### src/rtl/jtag_tap_if.sv
// ---------------------------------------------------------------------------
// jtag_tap_if
//
// Bundle of the JTAG pin signals and the boundary-scan chain control signals
// that connect jtag_tap_ctrl to the outside world. tck and rst are not part
// of the bundle; they stay plain module ports.
//
// Signal summary
//   tms, tdi          : JTAG pins into the TAP, sampled on rising tck
//   tdo, tdo_en       : JTAG serial output and its output enable
//   bsr_sdi, bsr_sdo  : serial in/out of the boundary-scan register chain
//   bsr_mode          : BSR cells drive pins from their update latch (EXTEST)
//   bsr_shift_dr      : BSR shift select (1 = shift, 0 = capture)
//   bsr_clk_dr        : BSR capture/shift enable
//   bsr_update_dr     : BSR update enable
//   ir_active         : currently active instruction
//   tap_state         : current TAP state encoding, for debug/checkers
//
// Modports
//   master : the JTAG host / test environment side
//   slave  : the TAP controller side
//
// There is no valid/ready handshake on this bundle: every transfer is
// qualified only by the TAP state, and one bit moves per rising tck while
// the TAP sits in a SHIFT state.
// ---------------------------------------------------------------------------
interface jtag_tap_if #(
    parameter int IR_WIDTH = 4
);
    logic                tms;
    logic                tdi;
    logic                tdo;
    logic                tdo_en;
    logic                bsr_sdi;
    logic                bsr_sdo;
    logic                bsr_mode;
    logic                bsr_shift_dr;
    logic                bsr_clk_dr;
    logic                bsr_update_dr;
    logic [IR_WIDTH-1:0] ir_active;
    logic [3:0]          tap_state;

    modport master (
        output tms,
        output tdi,
        output bsr_sdo,
        input  tdo,
        input  tdo_en,
        input  bsr_sdi,
        input  bsr_mode,
        input  bsr_shift_dr,
        input  bsr_clk_dr,
        input  bsr_update_dr,
        input  ir_active,
        input  tap_state
    );

    modport slave (
        input  tms,
        input  tdi,
        input  bsr_sdo,
        output tdo,
        output tdo_en,
        output bsr_sdi,
        output bsr_mode,
        output bsr_shift_dr,
        output bsr_clk_dr,
        output bsr_update_dr,
        output ir_active,
        output tap_state
    );
endinterface

### src/rtl/jtag_tap_ctrl.sv
// ---------------------------------------------------------------------------
// jtag_tap_ctrl
//
// IEEE 1149.1-style TAP controller for the boundary-scan chain around the
// core I/O. Decodes TMS into the 16-state TAP machine, holds the
// instruction register, implements the BYPASS and IDCODE data registers,
// generates the BSR capture/shift/update enables and mode select, and
// muxes the selected register onto TDO.
//
// Parameters
//   IR_WIDTH   : instruction register width (>= 2)
//   IDCODE_VAL : value captured into the ID register (bit 0 must be 1)
//
// Ports
//   tck  : test clock, all state changes on its rising edge
//   rst  : asynchronous, active-high reset (forces Test-Logic-Reset)
//   jtag : jtag_tap_if.slave bundle (pins, BSR chain controls, debug)
//
// Instructions
//   EXTEST = 0, SAMPLE/PRELOAD = 1, IDCODE = 2, BYPASS = all ones.
//   Every other code behaves as BYPASS.
//
// All shift registers shift LSB first: tdi enters the MSB, bit 0 is
// presented on tdo. tdo, tdo_en and the BSR enables are decoded
// combinationally from the registered state, so they are glitch-free with
// respect to tms/tdi and only change after a tck edge or reset.
// ---------------------------------------------------------------------------
module jtag_tap_ctrl #(
    parameter int          IR_WIDTH   = 4,
    parameter logic [31:0] IDCODE_VAL = 32'h1000_0FFF
) (
    input logic       tck,
    input logic       rst,
    jtag_tap_if.slave jtag
);

    // Standard 1149.1 state encoding, so tap_state reads like a datasheet.
    typedef enum logic [3:0] {
        TLR      = 4'hF,
        RTI      = 4'hC,
        SEL_DR   = 4'h7,
        CAP_DR   = 4'h6,
        SHIFT_DR = 4'h2,
        EX1_DR   = 4'h1,
        PAUSE_DR = 4'h3,
        EX2_DR   = 4'h0,
        UPD_DR   = 4'h5,
        SEL_IR   = 4'h4,
        CAP_IR   = 4'hE,
        SHIFT_IR = 4'hA,
        EX1_IR   = 4'h9,
        PAUSE_IR = 4'hB,
        EX2_IR   = 4'h8,
        UPD_IR   = 4'hD
    } tap_state_e;

    localparam logic [IR_WIDTH-1:0] IR_EXTEST  = '0;
    localparam logic [IR_WIDTH-1:0] IR_SAMPLE  = IR_WIDTH'(1);
    localparam logic [IR_WIDTH-1:0] IR_IDCODE  = IR_WIDTH'(2);
    // Fixed capture pattern: ...01, lets a host check IR chain integrity.
    localparam logic [IR_WIDTH-1:0] IR_CAPTURE = IR_WIDTH'(1);

    tap_state_e          state;
    tap_state_e          state_next;

    logic [IR_WIDTH-1:0] ir_shift;
    logic [IR_WIDTH-1:0] ir_active;
    logic [31:0]         id_shift;
    logic                bypass_reg;

    logic                sel_bsr;
    logic                sel_id;

    // -----------------------------------------------------------------------
    // TAP state machine
    // -----------------------------------------------------------------------
    always_ff @(posedge tck or posedge rst) begin
        if (rst) begin
            state <= TLR;
        end else begin
            state <= state_next;
        end
    end

    always_comb begin
        state_next = state;
        case (state)
            TLR:      state_next = jtag.tms ? TLR      : RTI;
            RTI:      state_next = jtag.tms ? SEL_DR   : RTI;
            SEL_DR:   state_next = jtag.tms ? SEL_IR   : CAP_DR;
            CAP_DR:   state_next = jtag.tms ? EX1_DR   : SHIFT_DR;
            SHIFT_DR: state_next = jtag.tms ? EX1_DR   : SHIFT_DR;
            EX1_DR:   state_next = jtag.tms ? UPD_DR   : PAUSE_DR;
            PAUSE_DR: state_next = jtag.tms ? EX2_DR   : PAUSE_DR;
            EX2_DR:   state_next = jtag.tms ? UPD_DR   : SHIFT_DR;
            UPD_DR:   state_next = jtag.tms ? SEL_DR   : RTI;
            SEL_IR:   state_next = jtag.tms ? TLR      : CAP_IR;
            CAP_IR:   state_next = jtag.tms ? EX1_IR   : SHIFT_IR;
            SHIFT_IR: state_next = jtag.tms ? EX1_IR   : SHIFT_IR;
            EX1_IR:   state_next = jtag.tms ? UPD_IR   : PAUSE_IR;
            PAUSE_IR: state_next = jtag.tms ? EX2_IR   : PAUSE_IR;
            EX2_IR:   state_next = jtag.tms ? UPD_IR   : SHIFT_IR;
            UPD_IR:   state_next = jtag.tms ? SEL_DR   : RTI;
            default:  state_next = TLR;
        endcase
    end

    // -----------------------------------------------------------------------
    // Instruction register
    // -----------------------------------------------------------------------
    always_ff @(posedge tck or posedge rst) begin
        if (rst) begin
            ir_shift  <= '0;
            ir_active <= IR_IDCODE;
        end else begin
            case (state)
                CAP_IR:   ir_shift <= IR_CAPTURE;
                SHIFT_IR: ir_shift <= {jtag.tdi, ir_shift[IR_WIDTH-1:1]};
                default:  ir_shift <= ir_shift;
            endcase

            // Forcing on the edge that enters TLR (not one edge later) makes
            // bsr_mode drop at the same moment the TAP reaches TLR.
            if (state_next == TLR) begin
                ir_active <= IR_IDCODE;
            end else if (state == UPD_IR) begin
                ir_active <= ir_shift;
            end
        end
    end

    // -----------------------------------------------------------------------
    // Data register selection
    // -----------------------------------------------------------------------
    always_comb begin
        sel_bsr = (ir_active == IR_EXTEST) || (ir_active == IR_SAMPLE);
        sel_id  = (ir_active == IR_IDCODE);
    end

    // -----------------------------------------------------------------------
    // IDCODE and BYPASS data registers
    // -----------------------------------------------------------------------
    always_ff @(posedge tck or posedge rst) begin
        if (rst) begin
            id_shift   <= '0;
            bypass_reg <= 1'b0;
        end else begin
            if (sel_id && state == CAP_DR) begin
                id_shift <= IDCODE_VAL;
            end else if (sel_id && state == SHIFT_DR) begin
                id_shift <= {jtag.tdi, id_shift[31:1]};
            end

            // Bypass is a single stage: capture 0, then tdi flows through
            // with one cycle of delay.
            if (state == CAP_DR) begin
                bypass_reg <= 1'b0;
            end else if (state == SHIFT_DR) begin
                bypass_reg <= jtag.tdi;
            end
        end
    end

    // -----------------------------------------------------------------------
    // Outputs, decoded from registered state only
    // -----------------------------------------------------------------------
    always_comb begin
        jtag.tdo_en        = (state == SHIFT_IR) || (state == SHIFT_DR);
        jtag.bsr_sdi       = jtag.tdi;
        jtag.bsr_mode      = (ir_active == IR_EXTEST);
        jtag.bsr_clk_dr    = sel_bsr && ((state == CAP_DR) || (state == SHIFT_DR));
        jtag.bsr_shift_dr  = sel_bsr && (state == SHIFT_DR);
        jtag.bsr_update_dr = sel_bsr && (state == UPD_DR);
        jtag.ir_active     = ir_active;
        jtag.tap_state     = state;

        jtag.tdo = 1'b0;
        if (state == SHIFT_IR) begin
            jtag.tdo = ir_shift[0];
        end else if (state == SHIFT_DR) begin
            if (sel_bsr) begin
                jtag.tdo = jtag.bsr_sdo;
            end else if (sel_id) begin
                jtag.tdo = id_shift[0];
            end else begin
                jtag.tdo = bypass_reg;
            end
        end
    end

endmodule
### src/flat_wrapper.sv
// flat-port wrapper written by rule: the top's interface ports become plain ports
module jtag_tap_ctrl_flat 
#(
    parameter int          IR_WIDTH   = 4,
    parameter logic [31:0] IDCODE_VAL = 32'h1000_0FFF
)
  (tck, rst, jtag_tms, jtag_tdi, jtag_bsr_sdo, jtag_tdo, jtag_tdo_en, jtag_bsr_sdi, jtag_bsr_mode, jtag_bsr_shift_dr, jtag_bsr_clk_dr, jtag_bsr_update_dr, jtag_ir_active, jtag_tap_state);
  jtag_tap_if #(.IR_WIDTH(IR_WIDTH)) jtag_i ();
  input logic tck;
  input logic rst;
  input wire logic [$bits(jtag_i.tms)-1:0] jtag_tms;
  input wire logic [$bits(jtag_i.tdi)-1:0] jtag_tdi;
  input wire logic [$bits(jtag_i.bsr_sdo)-1:0] jtag_bsr_sdo;
  output wire logic [$bits(jtag_i.tdo)-1:0] jtag_tdo;
  output wire logic [$bits(jtag_i.tdo_en)-1:0] jtag_tdo_en;
  output wire logic [$bits(jtag_i.bsr_sdi)-1:0] jtag_bsr_sdi;
  output wire logic [$bits(jtag_i.bsr_mode)-1:0] jtag_bsr_mode;
  output wire logic [$bits(jtag_i.bsr_shift_dr)-1:0] jtag_bsr_shift_dr;
  output wire logic [$bits(jtag_i.bsr_clk_dr)-1:0] jtag_bsr_clk_dr;
  output wire logic [$bits(jtag_i.bsr_update_dr)-1:0] jtag_bsr_update_dr;
  output wire logic [$bits(jtag_i.ir_active)-1:0] jtag_ir_active;
  output wire logic [$bits(jtag_i.tap_state)-1:0] jtag_tap_state;
  assign jtag_i.tms = jtag_tms;
  assign jtag_i.tdi = jtag_tdi;
  assign jtag_i.bsr_sdo = jtag_bsr_sdo;
  assign jtag_tdo = jtag_i.tdo;
  assign jtag_tdo_en = jtag_i.tdo_en;
  assign jtag_bsr_sdi = jtag_i.bsr_sdi;
  assign jtag_bsr_mode = jtag_i.bsr_mode;
  assign jtag_bsr_shift_dr = jtag_i.bsr_shift_dr;
  assign jtag_bsr_clk_dr = jtag_i.bsr_clk_dr;
  assign jtag_bsr_update_dr = jtag_i.bsr_update_dr;
  assign jtag_ir_active = jtag_i.ir_active;
  assign jtag_tap_state = jtag_i.tap_state;
  jtag_tap_ctrl #(.IR_WIDTH(IR_WIDTH), .IDCODE_VAL(IDCODE_VAL)) u_core (.tck(tck), .rst(rst), .jtag(jtag_i));
endmodule
### config.mk
export PLATFORM = sky130hd
export DESIGN_NAME = jtag_tap_ctrl_flat
export DESIGN_NICKNAME = d
export VERILOG_FILES = /design/src/rtl/jtag_tap_if.sv /design/src/rtl/jtag_tap_ctrl.sv /design/src/flat_wrapper.sv
export SDC_FILE = /design/constraint.sdc
export NUM_CORES = 1
export LEC_CHECK = 0
export CAP_MARGIN = 10
export CORE_MARGIN = 2
export CORE_UTILIZATION = 40
export DETAILED_ROUTE_END_ITERATION = 7
export PLACE_DENSITY = 0.55
export SLEW_MARGIN = 20
export SYNTH_ARGS = -nofsm -noshare
export SYNTH_HDL_FRONTEND = slang
export SYNTH_SLANG_ARGS = --single-unit
### constraint.sdc
create_clock -name tck -period 3.2 [get_ports tck]
set_clock_uncertainty 0.15 [all_clocks]
set_input_delay 0.64 -clock tck [delete_from_list [all_inputs] [get_ports tck]]
set_output_delay 0.64 -clock tck [all_outputs]
set_load 0.01 [all_outputs]
* After elaboration in Yosys (flattened, before gate mapping)
Cells that the tools add are included.
** Storage, ports and cells
- Register bits after elaboration :: 45
- Input port bits :: 5
** Cells by class
- Equality and inequality tests :: 18
- Muxes and demuxes :: 24
- Reductions and logical operators :: 17
** Operators with widths (number)
- $mux W32 :: 2
- $pmux W4 S12 :: 1
- $eq A4 B4 Y1 const B :: 9
- $eq A4 B3 Y1 const B :: 4
- $eq A4 B2 Y1 const B :: 3
- $mux W2 :: 6
- $mux W3 :: 4
- $mux W4 :: 3
- $eq A4 B1 Y1 const B :: 2
- $logic_not A4 Y1 :: 2
- $pmux W4 S2 :: 1
- $reduce_bool A2 Y1 :: 4
- $mux W1 :: 7
- $logic_and A1 B1 Y1 :: 5
- $reduce_or A2 Y1 :: 2
- $logic_or A1 B1 Y1 :: 3
- $reduce_or A3 Y1 :: 1

* Longest topological paths before layout
Gate-level depths: netlist of run 1.
- Word-level depth :: 5
- Gate-level depth with buffers :: 5
- Depth with buffers taken out :: 3

* Worst setup path before layout of run 1
Ideal clock, no wire load.
- Path type :: register -> output
- Start :: register u_core.state[0], in the netlist u_core.jtag.tap_state[0]
- End :: output jtag_tdo
- Arrival :: 1538 ps
- Data required time :: 2410 ps
- Slack :: 872 ps
- Stages on the path, launching flop included :: 5
- Buffers on the path :: 1
- Path through :: dfstp_2 -> clkbuf_1 -> nor3b_1 -> o2111a_1 -> a32o_1
** Between the ends
- Cells in the longest elaborated chain, start to end :: 3
- Elaborated cells on any way between the ends :: 4
- Classes of those cells :: 2 x eq/ne; 2 x mux
** RTL lines
- start, declared :: line jtag_tap_ctrl.sv:63 : tap_state_e state;
- start signal, assigned :: line jtag_tap_ctrl.sv:81 : state <= state_next;
- $eq A4 B2 Y1 :: line jtag_tap_ctrl.sv:180 : end else if (state == SHIFT_DR) begin
- $mux W1 :: line jtag_tap_ctrl.sv:180
- $mux W1 (*) :: line jtag_tap_ctrl.sv:178 : if (state == SHIFT_IR) begin
- end, declared :: line flat_wrapper.sv:14 : output wire logic [$bits(jtag_i.tdo)-1:0] jtag_tdo;
Mark *: on every way between the ends. The rest lies on a longest branch, timed or not.

* Worst setup path after layout of run 1
- Start :: input jtag_bsr_sdo
- End :: output jtag_tdo
** Between the ends
- Cells in the longest elaborated chain, start to end :: 3
** RTL lines
- start, declared :: line flat_wrapper.sv:13 : input wire logic [$bits(jtag_i.bsr_sdo)-1:0] jtag_bsr_sdo;
- $mux W1 :: line jtag_tap_ctrl.sv:181 : if (sel_bsr) begin
- $mux W1 :: line jtag_tap_ctrl.sv:180
- $mux W1 :: line jtag_tap_ctrl.sv:178
No other way between the ends.

==> results.md, run 1 <==
* Status: complete, no violations
* DR iter-0 viols at 71
* Clock Tree Buf Depth at 2
* TritonCTS Buffers at 5
* Critical Path AT at 2250 ps
* Filler instances at 490
* Max-slew headroom at 0.6234
* Post-synth ARST share at 1.000
* Initial antenna violation count at 0
* R2R setup slack at 1190 ps
* Syn. warnings at 0
* Yosys reg bits at 45
* Worst setup path class: input port to output pin
* Clock root cell: clkbuf_8
* TritonCTS clock tree: yes
* Final max-slew violation count at 0
* CTS Hold Bufs at 0
* Final ANT Viol Nets at 0
* Rows at 26
* Maximum Capacitance Violations at 0
* Clk sinks at 45
* Register with the most flip-flops: u_core.id_shift
* Leak at 1.131 nW
* Final wirelength at 3927 µm
* Synth cell types at 37
* Pre-Repair DR Iteration Count at 4
* Die Width at 77.22 µm
* Max reg flops at 32
* Worst-path clk slew at 80 ps
* Top cell type's share of synthesized area at 0.4667
* Final Hold Fails at 0
* Resized Gates After CTS at 0
* Worst Path Required at 2410 ps
* Final min period at 3041 ps
* Antenna diode count at 0
* Clock latency on the worst-skew pair at 290 ps
* Mapped Cells at 198
* Nets at 220
* Die area at 5963 µm²
* Vias in the first global route at 1418
* Total Routing Usage GR at 0.1424
* Pin count of the biggest net entering global routing at 46
* Area Overhead vs Synth at 15.52%
* Post-synth EDFFs at 0
* # IOs at 20
* Post-synth top area cell: dfrtp_1
* F_max at 0.3288 GHz
* Commonest non-fill, non-tap cell in the layout: dfrtp_1
* # DRC at 0
* Most frequent cells in the layout: 40 x dfrtp_1, 21 x nor2_1, 20 x nor2b_1
* Buffers on Ports at 19
* Final WS setup at 158.6 ps
* Vias at 1515
* Min Hold Slack at 349.7 ps
* Syn_area_per_cell at 10.83 µm²
* H-tree depth at 2
* RD Place Congestion at 0.8254
* Grt ovf at 0
* Synth Cell Area at 2145 µm²
* Fin crit share at 0.9505
* Final setup fails at 0
* Layout cells sized above 1 at 0.1759
* Top FF cell, synth: dfrtp_1
* Post-synthesis sequential area ratio at 0.5280
* Setup TNS at 0 ps
* Unrepaired setup endpoints after global routing: false
* Post-CTS Setup Bufs at 0
* Worst VDD drop at 0.0003235 V
* Power per cell area at 846.6 nW/µm²
* Syn Nets at 203
* Critical Path End Type: output pin
* WL/cell at 13.73 µm
* Area of the core at 5140 µm²
* Slew @ Worst Pin at 564.8 ps
* Starting density of the core at 0.4172
* Synth area leaders: dfrtp_1 47%, mux2_4 6.3%, dfstp_2 6.1%
* Post-Place Worst Slack at 150.9 ps
* First-pass GRT wire length at 6824 µm
* Hold crit path type: register to register
* CP Max Fanout at 1
* CP startpoint kind: input port
* Hpwl dp at 2486 µm
* Die height at 77.22 µm
* DR vias/cell at 5.297
## final timing paths
check	startpoint	to	cells after the start
max	jtag_bsr_sdo	jtag_tdo	5
min	u_core.id_shift[24]	u_core.id_shift[24]	1
max reg2reg	u_core.jtag.tap_state[1]	u_core.id_shift[19]	4
min reg2reg	u_core.id_shift[24]	u_core.id_shift[24]	1
max in group asynchronous	rst	u_core.id_shift[6]	3
min in group asynchronous	rst	u_core.id_shift[25]	3
## critical path, cell delays in order
cell	delay (ps)
clkdlybuf4s50_1	390
or4_1	400
o2111a_1	140
a32o_1	210
clkdlybuf4s50_1	480
## metal layers
metal / GRT usage / vias to the layer above / part of all wire
li1: - / 726 / -
met1: 0.1939 / 742 / 0.50
met2: 0.2183 / 40 / 0.45
met3: 0.02471 / 7 / 0.037
met4: 0.07143 / 0 / 0.016
met5: 0 / - / 0
## power breakdown
part	switching, mW	internal, mW	leakage (nW)
registers	0.176	0.763	0.574
logic	0.454	0.376	0.515
clock network	0.176	0.153	0.0422
total	0.805	1.29	1.13
## cells by family (layout without fill, tap and decap cells)
family,after synthesis,after routing,synth area share
buffers and inverters,20,38,0.04026
AOI/OAI and AO/OA,46,46,0.1330
DFF,45,45,0.5280
muxes,21,21,0.1243
and+or+nand+nor,66,66,0.1744
## metrics by stage
stage / instance area (µm²) / std cells / utilization / power, mW
final: 2477 / 286 / 0.4820 / 2.097
after global routing: 2477 / 286 / 0.4820 / 2.266
after CTS: 2477 / 286 / 0.4820 / 2.121
after detailed placement: 2396 / 278 / 0.4662 / 1.780
after global placement: 2396 / 278 / 0.4662 / 1.754
after floorplan: 2145 / 198 / - / 1.489
## synth_stat cells (all sizes together), types with 2 or more instances
master	number
mux2i	3
or3	2
a21oi	16
nand3	2
dfstp	5
nor2	21
mux2	18
nand2b	4
dfrtp	40
buf	3
a32o	2
nor4	2
nor3b	2
nand2	8
o21ai	7
a31oi	13
inv	6
clkbuf	11
nor2b	20
## final cells by class
type	instances	area, µm²	share of cell area
Clock inverter	1	5.005	0.002020
Clock buffer	7	76.32	0.03081
Tap cell	70	87.58	0.03535
Timing Repair Buffer	24	227.7	0.09192
Inverter	6	22.52	0.009091
Sequential cell	45	1132	0.4571
Multi-Input combinational cell	133	925.9	0.3737
Note: power is estimated with default switching activity, not from simulation.
==> run 2, diff against run 1 <==
Settings changed: CORE_UTILIZATION 40 to 61, GPL_TIMING_DRIVEN set to 0, PLACE_DENSITY 0.55 to 0.8.
==> results.md, run 2 (synthesis results as in run 1) <==
* Status: complete, no violations
* Worst setup path class: input port to output pin
* Antenna diode count at 0
* Nets at 228
* Clock latency on the worst-skew pair at 340 ps
* Pin count of the biggest net entering global routing at 32
* Worst-path clk slew at 120 ps
* F_max at 0.3282 GHz
* Switching Fraction at 0.3932
* Unrepaired setup endpoints after global routing: false
* Area of the core at 3363 µm²
* Register with the most flip-flops: u_core.id_shift
* Final WS setup at 153.4 ps
* Comb power frac at 0.418
* Critical path's slowest cell: clkdlybuf4s50_1
* Die Width at 63.30 µm
* Leak at 1.143 nW
* DR iter-0 viols at 158
* Power per cell area at 844.8 nW/µm²
* Critical Path End Type: output pin
* Buffers on Ports at 19
* Clock root cell: clkbuf_4
* Clock Tree Buf Depth at 2
* First-pass GRT wire length at 7079 µm
* CTS Hold Bufs at 0
* Crit path cell chain: clkdlybuf4s50_1 -> or4_1 -> o2111a_1 -> a32o_1 -> clkdlybuf4s50_1
* Final max-slew violation count at 0
* Max reg flops at 32
* Max-slew headroom at 0.5408
* Final wirelength at 3943 µm
* Switch Pwr at 0.8246 mW
* Clk pwr share at 0.142
* Pre-Repair DR Iteration Count at 4
* Clk sinks at 45
* Most frequent CP cell: clkdlybuf4s50_1
* Fin crit share at 0.9521
* Worst Path Required at 2410 ps
* Hpwl dp at 2859 µm
* Min Hold Slack at 362.3 ps
* DR vias/cell at 5.785
* Final Hold Fails at 0
* Post-CTS Setup Bufs at 0
* Layout cells sized above 1 at 0.1875
* CP startpoint kind: input port
* Maximum Capacitance Violations at 0
* CP Max Fanout at 1
* H-tree depth at 2
* Internal Power at 1.273 mW
* Final setup fails at 0
* Die height at 63.30 µm
* Vias in the first global route at 1567
* Final ANT Viol Nets at 0
* WL/cell at 14.60 µm
* Largest stage delay, worst path at 470 ps
* Total Routing Usage GR at 0.2228
* Post-Place Worst Slack at 157.4 ps
* Final core occ at 0.7381
* Final min period at 3047 ps
* Slew @ Worst Pin at 685.8 ps
* Hold crit path type: register to register
* Starting density of the core at 0.6376
* # IOs at 20
* Filler instances at 254
* # DRC at 0
* Die area at 4006 µm²
* TritonCTS clock tree: yes
* RD Place Congestion at 0.8650
* TritonCTS Buffers at 5
* Commonest non-fill, non-tap cell in the layout: dfrtp_1
* Area Overhead vs Synth at 15.75%
* Worst VDD drop at 0.0004572 V
* Vias at 1562
* Setup TNS at 0 ps
* Most frequent cells in the layout: 40 x dfrtp_1, 21 x nor2_1, 20 x nor2b_1
* Initial antenna violation count at 0
* Critical Path AT at 2260 ps
* Sequential share of power at 0.439
* Grt ovf at 0
* Rows at 21
run 2: cell types whose count changed in the layout (fill, tap and decap cells not counted), sizes merged:
cell	previous run	this run
buf	5	4
clkbuf	7	16
run 2: worst max-delay path, delay by kind of cell:
| kind | cells | cell delay [ps] |
|---|---|---|
| buf+inv | 2 | 860 |
| compound gates | 2 | 350 |
| simple gates | 1 | 400 |
run 2: worst paths after layout:
kind	from	end	slack, ps	cells past startpoint
hold / removal	u_core.id_shift[23]	u_core.id_shift[23]	360	1
setup / recovery	jtag_bsr_sdo	jtag_tdo	150	5
max in group asynchronous	rst	u_core.jtag.ir_active[1]	1950	3
setup reg to reg	u_core.jtag.tap_state[1]	u_core.id_shift[17]	1060	4
min in group asynchronous	rst	u_core.id_shift[26]	410	2
hold reg to reg	u_core.id_shift[23]	u_core.id_shift[23]	360	1
run 2: what timing repair did:
item,in CTS,in global routing
gates resized for setup,3,0
pin swaps,0,0
cloned,0,0
endpoints found under the setup margin,2,2
run 2: area by class of cell:
cell class / instances / area, µm² / area share
Clock buffer: 7 / 65.06 / 0.02621
Multi-Input combinational cell: 133 / 930.9 / 0.3750
Sequential cell: 45 / 1132 / 0.4562
Inverter: 6 / 22.52 / 0.009073
Tap cell: 46 / 57.56 / 0.02319
Clock inverter: 1 / 5.005 / 0.002016
Timing Repair Buffer: 20 / 210.2 / 0.08468
Buffer: 12 / 58.81 / 0.02369
run 2: routing by layer:
metal  GRT usage  up-vias  routed length, µm
li1            -      748                  -
met1      0.2929      760               1777
met2      0.3657       50               1886
met3     0.05179        4                233
met4     0.07609        0                 46
met5           0        -                  0
run 2: through the flow:
stage	power (mW)	cell area, µm²	std cells
3_5_place_dp	1.809	2412	264
5_1_grt	2.254	2482	270
2_1_floorplan	1.489	2145	198
4_1_cts	2.112	2490	272
3_3_place_gp	1.750	2392	263
6_report	2.097	2482	270
run 2: power groups by stage:
stage,clock [mW],sequential (mW),combinational (mW)
floorplan,0,0.893,0.596
finish,0.298,0.921,0.877
global route,0.332,0.949,0.973
CTS,0.307,0.896,0.908
global placement,0,0.893,0.857
detailed placement,0,0.909,0.900
==> run 3, diff against run 2 <==
Settings changed: TNS_END_PERCENT set to 30.
==> results.md, run 3 (synthesis results as in run 1) <==
* Vias at 1564
* H-tree depth at 2
* Final max-slew violation count at 0
* Initial antenna violation count at 0
* Multi-input gate area at 930.9 µm²
* Worst setup path class: register to output pin
* RD Place Congestion at 0.8650
* Unrepaired setup endpoints after global routing: true
* Clk sinks at 45
* Clock Tree Buf Depth at 2
* Rows at 21
* TritonCTS clock tree: yes
* Reg area at 1132 µm²
* DR iter-0 viols at 126
* Max reg flops at 32
* Pin count of the biggest net entering global routing at 32
* Critical Path AT at 2290 ps
* Hold crit path type: register to register
* First-pass GRT wire length at 7079 µm
* Final WS setup at 115.2 ps
* Layout cells sized above 1 at 0.1867
* Nets at 229
* Filler instances at 255
* Most frequent cells in the layout: 40 x dfrtp_1, 21 x nor2_1, 20 x nor2b_1
* Critical Path End Type: output pin
* DR vias/cell at 5.771
* Die Width at 63.30 µm
* Post-Place Worst Slack at 157.4 ps
* Final wirelength at 3982 µm
* CP startpoint kind: register
* Final Hold Fails at 0
* Min Hold Slack at 362.3 ps
* Maximum Capacitance Violations at 0
* Final ANT Viol Nets at 0
* F_max at 0.3242 GHz
* WL/cell at 14.69 µm
* Area Overhead vs Synth at 15.93%
* Final min period at 3085 ps
* Pre-Repair DR Iteration Count at 4
* # IOs at 20
* Vias in the first global route at 1567
* CP Max Fanout at 10
* Clock latency on the worst-skew pair at 340 ps
* Register with the most flip-flops: u_core.id_shift
* Area of the core at 3363 µm²
* Worst VDD drop at 0.0004504 V
* # DRC at 0
* CTS Hold Bufs at 0
* Total Routing Usage GR at 0.2228
* Clock root cell: clkbuf_4
* Fin crit share at 0.9640
* Leak at 1.144 nW
* Starting density of the core at 0.6376
* Hpwl dp at 2859 µm
* Power per cell area at 845.6 nW/µm²
* Worst-path clk slew at 120 ps
* Die height at 63.30 µm
* TritonCTS Buffers at 5
* Commonest non-fill, non-tap cell in the layout: dfrtp_1
* Grt ovf at 0
* Final setup fails at 0
* Buffers on Ports at 19
* Worst Path Required at 2410 ps
* Status: complete, no violations
* Max-slew headroom at 0.5309
* Slew @ Worst Pin at 700.6 ps
* Antenna diode count at 0
* Die area at 4006 µm²
[run 3: final cells by class]
cell class	count	area share
inverters	6	0.009059
well taps	46	0.02315
multi-input cells	133	0.3744
clock inverters	1	0.002013
clock buffers	7	0.02617
plain buffers	13	0.02516
repair buffers	20	0.08455
flip-flops and latches	45	0.4555
[run 3: through the flow]
| step | instance area, µm² | power (mW) | utilization | TNS (ps) | std cells |
|---|---|---|---|---|---|
| 2_1_floorplan | 2145 | 1.489 | - | 0 | 198 |
| 3_3_place_gp | 2392 | 1.750 | 0.7113 | 0 | 263 |
| 3_5_place_dp | 2412 | 1.809 | 0.7173 | 0 | 264 |
| 4_1_cts | 2490 | 2.112 | 0.7403 | 0 | 272 |
| 5_1_grt | 2486 | 2.256 | 0.7392 | -24.08 | 271 |
| 6_report | 2486 | 2.102 | 0.7392 | 0 | 271 |
[run 3: worst paths after layout]
kind / start / end / slack [ps] / depth (start not counted)
max: u_core.jtag.tap_state[0] / jtag_bsr_update_dr / 120 / 4
min: u_core.id_shift[23] / u_core.id_shift[23] / 360 / 1
max reg2reg: u_core.jtag.tap_state[1] / u_core.id_shift[17] / 1050 / 4
min reg2reg: u_core.id_shift[23] / u_core.id_shift[23] / 360 / 1
max in group asynchronous: rst / u_core.jtag.ir_active[1] / 1950 / 3
min in group asynchronous: rst / u_core.id_shift[26] / 410 / 2
[run 3: power breakdown]
part	total, mW	internal, mW	switching [mW]
clock network	0.299	0.128	0.172
logic	0.892	0.385	0.507
registers	0.911	0.761	0.150
total	2.10	1.27	0.828
[run 3: what timing repair did]
item                                    CTS  global route
gates resized for setup                   3             0
buffers inserted                          0             0
endpoints found under the setup margin    2             2
[run 3: worst max-delay path, stage by stage, from the launching register on]
cell and delay (ps):
dfstp_2 580, clkbuf_1 330, inv_1 160, nor4_1 310, clkdlybuf4s50_1 590
[run 3: routing by layer]
metal,share of wire,wire [µm],track usage
met1,0.45,1798,0.2929
met2,0.48,1916,0.3657
met3,0.052,209,0.05179
met4,0.014,57,0.07609
met5,0,0,0
